`config.mk`:
```
export PLATFORM = sky130hd
export DESIGN_NAME = prog_freq_div
export DESIGN_NICKNAME = d
export VERILOG_FILES = /design/src/rtl/prog_freq_div.sv
export SDC_FILE = /design/constraint.sdc
export NUM_CORES = 1
export LEC_CHECK = 0
export CAP_MARGIN = 20
export CORE_MARGIN = 2
export CORE_UTILIZATION = 60
export CTS_BUF_LIST = sky130_fd_sc_hd__clkbuf_2
export CTS_CLUSTER_SIZE = 12
export DETAILED_ROUTE_END_ITERATION = 12
export DONT_BUFFER_PORTS = 1
export PLACE_DENSITY_LB_ADDON = 0.05
export SLEW_MARGIN = 20
export SYNTH_ARGS = -nofsm -noshare
export SYNTH_HDL_FRONTEND = slang
export SYNTH_SLANG_ARGS = --single-unit
```
`constraint.sdc`:
```
create_clock -name clk -period 5.15 [get_ports clk]
set_clock_uncertainty 0.1 [all_clocks]
set_input_delay 0.7725 -clock clk [delete_from_list [all_inputs] [get_ports clk]]
set_output_delay 0.7725 -clock clk [all_outputs]
set_load 0.02 [all_outputs]
```
`src/rtl/prog_freq_div.sv`:
```
// Runtime-programmable integer clock divider (N = 2..2^W-1). Ratio changes and stop land on period boundaries.
// Optional PROG_FREQ_DIV_ODD_DUTY_EN: half-cycle fall delay giving 50% duty for odd N.
module prog_freq_div #(
  parameter int W           = 16,
  parameter int DEFAULT_DIV = 10
) (
  input  logic         clk,
  input  logic         rst_n,
  input  logic         en,
  input  logic [W-1:0] div_val,
  input  logic         div_valid,
  output logic         div_ready,
  output logic         out,
  output logic         tick,
  output logic [W-1:0] cur_div,
  output logic         busy,
  output logic         err
);

  typedef enum logic [1:0] {
    IDLE = 2'd0,
    RUN  = 2'd1,
    STOP = 2'd2
  } state_t;

  state_t       state_q, state_d;
  logic [W-1:0] cnt_q, cnt_d;
  logic         out_q, out_d;
  logic         tick_q, tick_d;
  logic [W-1:0] cur_div_q, cur_div_d;
  logic         pend_vld_q, pend_vld_d;
  logic [W-1:0] pend_val_q, pend_val_d;
  logic         err_q, err_d;

  logic [W-1:0] cnt_inc;
  logic [W-1:0] hi_lim;
  logic         wrap;
  logic         accept;
  logic         legal;

  assign cnt_inc = cnt_q + W'(1);
  assign wrap    = (cnt_q == (cur_div_q - W'(1)));
  assign accept  = div_valid && !pend_vld_q;
  assign legal   = (div_val >= W'(2));

`ifdef PROG_FREQ_DIV_ODD_DUTY_EN
  // Fall one cycle early for odd N; the negedge stage below adds back half a cycle.
  assign hi_lim = cur_div_q >> 1;
`else
  assign hi_lim = (cur_div_q >> 1) + {{(W-1){1'b0}}, cur_div_q[0]};
`endif

  always_comb begin
    state_d    = state_q;
    cnt_d      = cnt_q;
    out_d      = out_q;
    tick_d     = 1'b0;
    cur_div_d  = cur_div_q;
    pend_vld_d = pend_vld_q;
    pend_val_d = pend_val_q;
    err_d      = err_q;

    case (state_q)
      IDLE: begin
        cnt_d = '0;
        out_d = 1'b0;
        if (en) begin
          state_d = RUN;
          out_d   = 1'b1;
          tick_d  = 1'b1;
        end
      end
      RUN, STOP: begin
        if (wrap) begin
          cnt_d = '0;
          if (pend_vld_q) begin
            cur_div_d  = pend_val_q;
            pend_vld_d = 1'b0;
          end
          if (en) begin
            state_d = RUN;
            out_d   = 1'b1;
            tick_d  = 1'b1;
          end else begin
            state_d = IDLE;
            out_d   = 1'b0;
          end
        end else begin
          cnt_d   = cnt_inc;
          out_d   = (cnt_inc < hi_lim);
          state_d = en ? RUN : STOP;
        end
      end
      default: begin
        state_d = IDLE;
        cnt_d   = '0;
        out_d   = 1'b0;
      end
    endcase

    // Illegal ratios complete the handshake but only raise err.
    if (accept) begin
      if (!legal) begin
        err_d = 1'b1;
      end else begin
        err_d = 1'b0;
        if (state_q == IDLE) begin
          cur_div_d = div_val;
        end else begin
          pend_vld_d = 1'b1;
          pend_val_d = div_val;
        end
      end
    end
  end

  always_ff @(posedge clk or negedge rst_n) begin
    if (!rst_n) begin
      state_q    <= IDLE;
      cnt_q      <= '0;
      out_q      <= 1'b0;
      tick_q     <= 1'b0;
      cur_div_q  <= W'(DEFAULT_DIV);
      pend_vld_q <= 1'b0;
      pend_val_q <= '0;
      err_q      <= 1'b0;
    end else begin
      state_q    <= state_d;
      cnt_q      <= cnt_d;
      out_q      <= out_d;
      tick_q     <= tick_d;
      cur_div_q  <= cur_div_d;
      pend_vld_q <= pend_vld_d;
      pend_val_q <= pend_val_d;
      err_q      <= err_d;
    end
  end

`ifdef PROG_FREQ_DIV_ODD_DUTY_EN
  logic out_neg_q;

  always_ff @(negedge clk or negedge rst_n) begin
    if (!rst_n) begin
      out_neg_q <= 1'b0;
    end else begin
      out_neg_q <= out_q;
    end
  end

  assign out = out_q | (out_neg_q & cur_div_q[0]);
`else
  assign out = out_q;
`endif

  assign tick      = tick_q;
  assign cur_div   = cur_div_q;
  assign busy      = (state_q != IDLE);
  assign err       = err_q;
  assign div_ready = !pend_vld_q;

endmodule
```
==> qor.csv <==
stage,metric,value,unit
worst_setup_path,slowest_stage,dfrtp_1,
synth,yosys.area.top_type,dfrtp_1,
hold_path,min_to,state_q[1],
finish,final_cell_mix,"dfrtp_1, nand2_1, and2_1",
synth,yosysWarnings,0,
global_route,grt_pass1_wl,14.1,mm
pwr,powerDensity,225,mW/mm^2
sta,worst_slack,1.46,ns
worst_setup_path,crit_path_end_kind,flop,
finish,n_antenna_cell,0,
global_route,track_usage,0.246,
synth,syn_nets,454,
sta,drv_slew,0,
floorplanning,die-height,84.0,um
worst_setup_path,crit_family,simple AND/OR/NAND/NOR gates,
clock_network,cts.htree.levels,2,
synth,synthArstFlopShare,1.00,
global_route,grt_max_degree,55,
routing,vias,2895,
pwr,static-leakage-power,1.81,nW
sta,period_share,0.716,
clock_network,root_buffer,clkbuf_2,
routing,met3_length,441,um
run,drv_cap,0,
clock_network,cts_buffer_depth,2,
synth,yosys-top-cells-area,"dfrtp_1, ha_1, and2_1, xnor2_1, xor2_1",
place,place_congestion,0.824,
synth,netlist.area_leader.share,0.339,
place,dp_hpwl,6.19,mm
routing,dr.pass1.iters,5,
pwr,ir_drop,0.000243,V
clock_network,cts_resized,0,
hold_path,min-delay-start,en,
routing,routedWlPerCell,17.2,um
global_route,antenna_found_initial,0,
worst_setup_path,r2r_setup_slack,1.46,ns
floorplanning,start_util,0.612,
sta,tightestPinTransition,0.878,ns
finish,nFillCells,524,
finish,area_growth,1.37,%
clock_network,cts_tree,done,
synth,synthFlopType,dfrtp_1,
worst_setup_path,path_class,reg -> reg,
synth,synth_edf_count,0,
routing,via_per_inst,6.12,
clock_network,path_clk_slew,0.29,ns
finish,nets,436,
sta,period_minus_slack,3.69,ns
routing,route.detailed.drc,0,
worst_setup_path,required,5.42,ns
sta,setup_viol,0,
routing,wl_met2,3.90,mm
routing,top_layer,met4,
floorplanning,die_w,84.0,um
sta,rsz0062_at_grt,false,
worst_setup_path,rr_startpoint,cur_div[2],
worst_setup_path,critPathLaunch,cur_div[2],
floorplanning,io_pins,41,
worst_setup_path,max_stage_delay,0.63,ns
place,pre_cts_ws,1.51,ns
hold_path,min_delay_path_depth,1,
status,status,finished clean,
worst_setup_path,critPathLaunchType,flop,
floorplanning,die_area,0.00705,mm^2
routing,routed_wl,8.12,mm
worst_setup_path,crit_buf_inv,0,
sta,finalSetupTns,0,ns
synth,synthCells,413,
synth,ys_seq_elements,54,
finish,drive_gt1_frac,0.101,
worst_setup_path,r2r-end,out,
worst_setup_path,path_cells,"or4_4, or4_4, xnor2_1, nor3_1, o21a_1, a31oi_4, a22o_1",
floorplanning,rows,29,
global_route,grt_overflow,0,
floorplanning,fp.coreArea,0.00628,mm^2
synth,avgSynthCellArea,9.29,um^2
clock_network,insertion_delay,0.47,ns
worst_setup_path,worstPathMaxFanout,17,
sta,final_hold_viol_count,0,
synth,synth.cell_area,0.00384,mm^2
clock_network,numCtsBuffers,5,
routing,first_iter_violations,147,
routing,wl_met1,3.68,mm
place,io_buffers,0,
hold_path,hold_class,in -> reg,
routing,ant_nets,0,
sta,relSlewSlack,0.413,
clock_network,cts.sinks,54,
worst_setup_path,path_common_cell,or4_4,
finish,layout_commonest_cell,dfrtp_1,
worst_setup_path,arrival,3.96,ns
worst_setup_path,r2r_cells,7,
global_route,first_global_vias,2890,
synth,yosysSeqAreaShare,0.353,
sta,timing.fmax,271,MHz
clock_network,ctsHoldBuffers,2,
clock_network,cts_setup_buffers,0,
synth,ys_types,55,
sequential cells by signal (all words and copies together), names as in the netlist:
| name | count |
|---|---|
| cur_div | 16 |
| out | 1 |
| cnt_q | 16 |
| err | 1 |
| tick | 1 |
| pend_vld_q | 1 |
| pend_val_q | 16 |
| state_q | 2 |
synth_stat cells (all sizes together), types with 4 or more instances:
cell type and count:
nor4 9, or2 4, mux2 16, nor2 24, nand4 13, a221o 17, and2 35, nor2b 6
nor3 9, o21ai 7, ha 21, dfrtp 52, nand2 39, buf 10, xor2 22, inv 10
clkbuf 17, a21oi 22, and3 4, nand3 12, xnor2 22
routing by layer:
metal / global-route usage / up-vias
met1: 0.340 / 1363
li1: - / 1441
met2: 0.401 / 79
met5: 0 / -
met3: 0.0524 / 12
met4: 0.0543 / 0
through the flow:
step	instance area [um^2]	hold WS, ns	cells	util	total power [W]
6_report	3890	0.248	473	0.620	0.000877
5_1_grt	3890	0.207	473	0.620	0.000934
4_1_cts	3890	0.234	473	0.620	0.000884
3_5_place_dp	3810	0.378	463	0.606	0.000691
3_3_place_gp	3810	0.378	463	0.606	0.000684
2_1_floorplan	3840	0.372	413	-	0.000652
how the worst max path moves through the flow:
stage,endpoint,cells past startpoint
after floorplan,cur_div[10],10
after global placement,out,7
after detailed placement,out,7
after CTS,out,7
after global routing,out,7
final,out,7
cell families after synthesis:
kind of cell             count (synthesis)  synth area share
flip-flops                              54             0.353
buffers and inverters                   37            0.0434
AO/OA/AOI/OAI                           70             0.135
XOR/XNOR                                44             0.100
multiplexers                            16            0.0469
adder cells (fa/ha/maj)                 21            0.0684
AND/OR/NAND/NOR                        171             0.253
final cells by class:
type	instances	area, um^2	share of cell area
multi-input cells	322	2320	0.596
flip-flops and latches	54	1350	0.348
well taps	77	96.3	0.0248
repair buffers	2	37.5	0.00965
inverters	10	37.5	0.00965
clock buffers	5	25.0	0.00643
clock inverters	3	22.5	0.00579
report_power, final:
group	total (W)	internal, W	switching, W
registers	0.000480	0.000449	0.0000312
clock network	0.000182	0.0000370	0.000145
logic	0.000215	0.0000793	0.000136
total	0.000877	0.000565	0.000312
(Power assumes the default switching activity.)
